===== src/rtl/rv_lsu.sv =====
`default_nettype none
// ============================================================================
// Module      : rv_lsu
// Description : Load/store unit; one req/ack data-memory access per start,
//               with lane steering, load extension and fault reporting.
// Revision    : 1.0 - initial release
// ============================================================================
module rv_lsu #(
  parameter int XLEN    = 32,
  parameter int TIMEOUT = 255
) (
  input  logic            clk,
  input  logic            rst_n,
  input  logic            start,
  input  logic            we,
  input  logic [2:0]      funct3,
  input  logic [XLEN-1:0] addr,
  input  logic [XLEN-1:0] wdata,
  output logic            busy,
  output logic            done,
  output logic            fault,
  output logic [XLEN-1:0] rdata,
  output logic            mem_req,
  output logic            mem_we,
  output logic [XLEN-1:0] mem_addr,
  output logic [3:0]      mem_be,
  output logic [XLEN-1:0] mem_wdata,
  input  logic [XLEN-1:0] mem_rdata,
  input  logic            mem_ack
);

  localparam logic [7:0] C_TMO_LAST = 8'(TIMEOUT - 1);

  typedef enum logic [1:0] {
    ST_IDLE = 2'd0,
    ST_REQ  = 2'd1,
    ST_RESP = 2'd2
  } state_t;

  state_t          r_state;
  state_t          w_next;
  logic [7:0]      r_cnt;
  logic            r_we;
  logic            r_fault;
  logic [2:0]      r_f3;
  logic [1:0]      r_lane;

  logic            w_legal;
  logic            w_aligned;
  logic            w_ok;
  logic            w_accept;
  logic            w_timeout;
  logic [3:0]      w_be;
  logic [XLEN-1:0] w_wdata;
  logic [7:0]      w_byte;
  logic [15:0]     w_half;
  logic [XLEN-1:0] w_load;

  // LBU/LHU exist only as loads; sizes 011 and above are otherwise illegal.
  always_comb begin
    w_legal = 1'b0;
    case (funct3)
      3'b000, 3'b001, 3'b010: w_legal = 1'b1;
      3'b100, 3'b101:         w_legal = ~we;
      default:                w_legal = 1'b0;
    endcase
  end

  always_comb begin
    w_aligned = 1'b1;
    case (funct3[1:0])
      2'b01:   w_aligned = ~addr[0];
      2'b10:   w_aligned = (addr[1:0] == 2'b00);
      default: w_aligned = 1'b1;
    endcase
  end

  assign w_ok      = w_legal & w_aligned;
  assign w_accept  = (r_state == ST_IDLE) & start;
  assign w_timeout = (r_cnt == C_TMO_LAST);

  always_comb begin
    w_be    = 4'b1111;
    w_wdata = wdata;
    case (funct3[1:0])
      2'b00: begin
        w_be    = 4'b0001 << addr[1:0];
        w_wdata = {(XLEN/8){wdata[7:0]}};
      end
      2'b01: begin
        w_be    = addr[1] ? 4'b1100 : 4'b0011;
        w_wdata = {(XLEN/16){wdata[15:0]}};
      end
      default: begin
        w_be    = 4'b1111;
        w_wdata = wdata;
      end
    endcase
  end

  assign w_byte = mem_rdata[{r_lane, 3'b000} +: 8];
  assign w_half = mem_rdata[{r_lane[1], 4'b0000} +: 16];

  always_comb begin
    w_load = mem_rdata;
    case (r_f3)
      3'b000:  w_load = {{(XLEN-8){w_byte[7]}}, w_byte};
      3'b001:  w_load = {{(XLEN-16){w_half[15]}}, w_half};
      3'b100:  w_load = {{(XLEN-8){1'b0}}, w_byte};
      3'b101:  w_load = {{(XLEN-16){1'b0}}, w_half};
      default: w_load = mem_rdata;
    endcase
  end

  always_comb begin
    w_next = r_state;
    case (r_state)
      ST_IDLE: if (start) w_next = w_ok ? ST_REQ : ST_RESP;
      ST_REQ:  if (mem_ack || w_timeout) w_next = ST_RESP;
      ST_RESP: w_next = ST_IDLE;
      default: w_next = ST_IDLE;
    endcase
  end

  always_ff @(posedge clk or negedge rst_n) begin
    if (!rst_n) begin
      r_state   <= ST_IDLE;
      r_cnt     <= 8'd0;
      r_we      <= 1'b0;
      r_fault   <= 1'b0;
      r_f3      <= 3'b000;
      r_lane    <= 2'b00;
      rdata     <= '0;
      mem_req   <= 1'b0;
      mem_we    <= 1'b0;
      mem_addr  <= '0;
      mem_be    <= 4'b0000;
      mem_wdata <= '0;
    end else begin
      r_state <= w_next;
      mem_req <= (w_next == ST_REQ);
      mem_we  <= (w_next == ST_REQ) & (w_accept ? we : mem_we);

      // Memory-side fields only load at acceptance, so they stay stable for the whole request.
      if (w_accept) begin
        r_we      <= we;
        r_f3      <= funct3;
        r_lane    <= addr[1:0];
        r_fault   <= ~w_ok;
        r_cnt     <= 8'd0;
        mem_addr  <= {addr[XLEN-1:2], 2'b00};
        mem_be    <= w_be;
        mem_wdata <= w_wdata;
        if (!w_ok) rdata <= '0;
      end else if (r_state == ST_REQ) begin
        if (mem_ack) begin
          if (!r_we) rdata <= w_load;
        end else begin
          r_cnt <= r_cnt + 8'd1;
          if (w_timeout) begin
            r_fault <= 1'b1;
            rdata   <= '0;
          end
        end
      end
    end
  end

  assign busy  = (r_state != ST_IDLE);
  assign done  = (r_state == ST_RESP);
  assign fault = done & r_fault;

endmodule
`default_nettype wire


===== config.mk =====
export PLATFORM = sky130hd
export DESIGN_NAME = rv_lsu
export DESIGN_NICKNAME = d
export VERILOG_FILES = /design/src/rtl/rv_lsu.sv
export SDC_FILE = /design/constraint.sdc
export NUM_CORES = 1
export LEC_CHECK = 0
export CORE_MARGIN = 3
export CORE_UTILIZATION = 48
export DETAILED_ROUTE_END_ITERATION = 10
export GPL_TIMING_DRIVEN = 0
export PLACE_DENSITY = 0.86
export SLEW_MARGIN = 20
export SYNTH_ARGS = -nofsm -noshare
export SYNTH_HDL_FRONTEND = slang
export SYNTH_SLANG_ARGS = --single-unit

===== constraint.sdc =====
create_clock -name clk -period 4.4 [get_ports clk]
set_input_delay 1.32 -clock clk [delete_from_list [all_inputs] [get_ports clk]]
set_output_delay 1.32 -clock clk [all_outputs]
set_load 0.02 [all_outputs]

Word level (Yosys, flattened, before mapping)
Index checks and enable logic that the tools add are counted.

storage, ports and cells
  register bits after elaboration = 117
  input port bits = 104
  output and inout port bits = 105
  word-level logic and storage cells = 78

operators by class
  add/sub/neg operators = 1
  equality and inequality tests = 16
  shift operators = 3
  muxes and demuxes = 24
  bitwise gates (word level) = 7
  reduce and logical (&&, ||, !) cells = 15

operator list
  cell                                                                number
  32-bit two-way mux                                                  6
  32-bit one-hot mux with 4 select lines                              1
  32-bit one-hot mux with 2 select lines                              1
  32-bit by 6-bit indexed part select with 16-bit output              1
  32-bit by 6-bit indexed part select with 8-bit output               1
  8-bit two-way mux                                                   3
  3-bit == test (second input constant)                               4
  8-bit by 1-bit adder with 8-bit output (second input constant)      1
  8-bit == test (second input constant)                               1
  4-bit one-hot mux with 2 select lines                               1
  2-bit by 1-bit == test with 1-bit output (second input constant)    3
  3-bit by 1-bit == test with 1-bit output (second input constant)    2
  2-bit zero test                                                     3
  3-bit zero test                                                     2
  2-bit two-way mux                                                   3
  2-bit nonzero test                                                  3
  1-bit two-way mux                                                   5
  1-bit AND                                                           4
  2-bit == test (second input constant)                               2
  4-bit two-way mux                                                   1
  1-bit one-hot mux with 2 select lines                               2
  2-bit one-hot mux with 2 select lines                               1
  4-bit AND reduction                                                 1
  1-bit by 2-bit << shifter with 4-bit output (first input constant)  1
  11 further kinds                                                    13

Longest topological paths before layout
  word-level depth = 9
  mapped depth = 9
  gate-level depth less buffers = 7

Worst setup path after synthesis
OpenSTA, ideal clock, no wires.

  path kind = input -> register
  from = input funct3[1]
  to = register rdata[0]
  library setup time = 0.125 ns
  data arrival time = 3.286 ns
  data required time = 4.275 ns
  setup slack = 0.989 ns
  stages on the path = 9
  buffers on the path = 2
  path through = clkbuf_1 inv_1 ha_1 inv_1 a21o_1 a222oi_1 a2bb2oi_2 buf_6 mux2_2

between the ends
  cells in the longest elaborated chain, start to end = 6
  elaborated cells on any way between the ends = 14
  classes of those cells = eq/ne: 7; mux: 2; bitwise: 1; reduce/logical: 4

RTL lines
  element                                                           line  text
  start, declared                                                   16    input logic [2:0] funct3,
  3-bit by 1-bit == test with 1-bit output (tied with other cells)  62    case (funct3)
  3-bit OR reduction / 2-bit OR reduction (equally long branches)   62
  1-bit one-hot mux with 2 select lines                             62
  1-bit AND (*)                                                     78    assign w_ok = w_legal & w_aligned;
  2-bit inequality test (no source line) (*)                        --
  4-bit AND reduction (no source line) (*)                          --
  end signal, assigned                                              157   if (!r_we) rdata <= w_load;
  end, declared                                                     22    output logic [XLEN-1:0] rdata,

Mark *: on every way between the ends. The rest lies on a longest branch, timed or not.
A chain may end at the register's enable or synchronous reset.

Worst setup path in the final report
  from = input funct3[1]
  to = register rdata[30]

The elaborated chain is that of the path after synthesis.

==> flow_summary.toml <==
[outcome]
status = "finished clean"

[clocking]
clock_sinks = 117
clock_latency_ns = 0.41
cts_max_level = 4
cts_buffers = 17
cts.clk_slew.worst_paths_ns = 0.05
postCtsHoldBufs = 0
root_buffer = "clkbuf_16"
cts_tree = "done"
post_cts_resized = 0
clk_path_buf_depth = 2
cts_setup_buffers = 0

[timing]
rsz0062_at_grt = "false"
period_needed_ns = 4.02
fmax_mhz = 249
finalSetupTns_ns = 0
worstMarginPinSlew_ns = 0.749
drv_slew = 0
slew_headroom_pct = 50.1
worst_slack_ns = 0.380
hold_viol_final = 0
fin_worst_skew_ns = 0.00696
finalCritPeriodShare_pct = 91.4
setup_violations = 0

[routing]
firstDrtPassIters = 6
drt_iter0_drc = 544
wl_per_cell_um = 18.4
ant_nets = 0
vias = 5444
vias_per_cell = 5.63
drc_errors = 0
routed_wl_mm = 17.8

[place]
hpwl_mm = 13.0
port_buffers = 206
place_inst = 935
place_ws_ns = -0.00138
placed_area_um2 = 7800
gp_congestion = 0.923

[worst_setup_path]
worstReg2RegEnd = "rdata[16]$_DFFE_PN0P_"
r2r_slack_ns = 1.96
critical_path_class = "input port to flop"
critPathLaunchType = "input port"
critical_path_required_ns = 4.68
arrival_ns = 4.30
rr_worst_depth = 8
r2r-start = "r_state[0]$_DFF_PN0_"
crit_fanout = 10
endpoint_kind = "flop"

[finish]
num-nets-final = 923
antenna_cells = 0
final_area_um2 = 8490
final_common_cell = "clkdlybuf4s50_1"
syn_to_final_growth_pct = 53.5
drive_gt1_share_pct = 9.31
final_cell_mix = "clkdlybuf4s50_1, nand2_1, dfrtp_1, nor2_1, a21oi_1"
fin_cells = 967

[hold_path]
hold_depth = 2
worstHoldStart = "mem_addr[21]$_DFFE_PN0P_"
holdPathEnd = "mem_addr[21]$_DFFE_PN0P_"
hold_path.class = "flop to flop"

[yosys]
avgSynthCellArea_um2 = 9.42
synth_cells = 587
ys_warn_count = 0
synth_flop_cell = "dfrtp_1"
async_flop_share_pct = 100
synth.distinct_cells = 42
ys_ff_latch = 117
synth-seq-area-share_pct = 53.0
synth_area_um2 = 5530
synth_edf_count = 0

[die]
core_area_um2 = 11000
fp.dieArea_um2 = 12800
die_h_um = 113
io_pins = 209
die_w_um = 113
start_util_pct = 50.1
row_count = 38

[pwr]
power_density_nw_per_um2 = 576
power_uw = 4890
ir_drop_mv = 0.405
total_leakage_power_uw = 0.00381

[global_route]
grt_pass1_vias = 5488
grt-ovfl-total = 0
grt_pass1_wl_mm = 28.8
antenna_found_initial = 0
grt_max_degree = 75
grtUsageTotal_pct = 28.4

[flow_run]
cap_violations = 0
[worst max-delay path, cell delays in order]
cell             delay (ns)
clkdlybuf4s50_1        0.43
clkbuf_1               0.23
inv_1                  0.16
ha_1                   0.23
inv_1                  0.09
a21o_1                 0.16
a222oi_1               0.67
a2bb2oi_2              0.44
buf_6                  0.23
mux2_2                 0.35
[Yosys cell counts, types with 4 or more instances]
cell type | count | area share [%]
a211oi_1 | 8 | 1.1
a21o_1 | 9 | 1.2
a21oi_1 | 33 | 3.0
a221oi_1 | 15 | 2.4
a22oi_1 | 11 | 1.5
a31oi_1 | 10 | 1.1
clkbuf_1 | 29 | 2.0
dfrtp_1 | 117 | 53
ha_1 | 5 | 1.1
inv_1 | 9 | 0.61
mux2_2 | 26 | 5.3
mux2i_1 | 11 | 2.0
nand2_1 | 141 | 9.6
nand2b_1 | 6 | 0.68
nand3_1 | 4 | 0.36
nor2_1 | 76 | 5.2
nor2b_1 | 11 | 1.2
nor4_1 | 7 | 0.79
o21ai_0 | 12 | 1.1
o2bb2ai_1 | 8 | 1.3
xor2_1 | 4 | 0.63
[flip-flops by register name, indices dropped and copies added (netlist names)]
register and flops:
r_cnt 8, r_f3 3, mem_wdata 32, rdata 32, mem_req 1, mem_be 4, r_lane 2, r_fault 1
mem_addr 30, r_we 1, r_state 2, mem_we 1
[power by group]
part / total (uW) / switching (uW) / internal (uW)
Combinational: 1750 / 953 / 802
Clock: 1610 / 499 / 1110
Sequential: 1530 / 177 / 1350
Total: 4890 / 1630 / 3260
[logic make-up (layout without fill, tap and decap cells)]
group,count (synthesis),after routing,share of synthesized area [%]
compound gates,111,111,13.6
xor+xnor,4,4,0.634
fa+ha+maj,5,5,1.13
buf+inv,49,288,3.94
flops,117,117,53.0
mux,38,38,7.69
other cells,1,2,0.0678
simple gates,262,262,20.0
[how the worst max path moves through the flow]
| stage | start | to | slack, ns | cells past startpoint |
|---|---|---|---|---|
| after floorplan | funct3[1] | rdata[0]$_DFFE_PN0P_ | 0.99 | 9 |
| after global placement | rst_n | mem_wdata[4]$_DFFE_PN0P_ | -2.33 | 1 |
| after detailed placement | funct3[1] | rdata[30]$_DFFE_PN0P_ | -0.001 | 10 |
| after CTS | funct3[1] | rdata[30]$_DFFE_PN0P_ | 0.42 | 10 |
| after global routing | funct3[1] | rdata[0]$_DFFE_PN0P_ | 0.21 | 10 |
| final | funct3[1] | rdata[30]$_DFFE_PN0P_ | 0.38 | 10 |
[layout make-up]
type | count | area, um^2
Sequential cell | 117 | 2930
Fill cell | 734 | 2540
Multi-Input combinational cell | 422 | 2390
Timing Repair Buffer | 207 | 2090
Clock buffer | 20 | 467
Clock inverter | 12 | 224
Buffer | 40 | 184
Tap cell | 140 | 175
Inverter | 9 | 33.8
[metrics by stage]
step / utilization [%] / hold slack (ns)
6_report: 77.0 / 0.473
5_1_grt: 77.0 / 0.501
4_1_cts: 77.0 / 0.474
3_5_place_dp: 70.7 / 0.461
3_3_place_gp: 70.4 / 0.458
2_1_floorplan: - / 0.487
[layer usage]
metal / part of all wire [%] / GRT usage, % / up-vias
li1: - / - / 2463
met1: 38 / 34.4 / 2625
met2: 48 / 47.4 / 318
met3: 11 / 10.9 / 38
met4: 2.3 / 8.09 / 0
met5: 0 / 0 / -
Note: power is estimated with default switching activity, not from simulation.
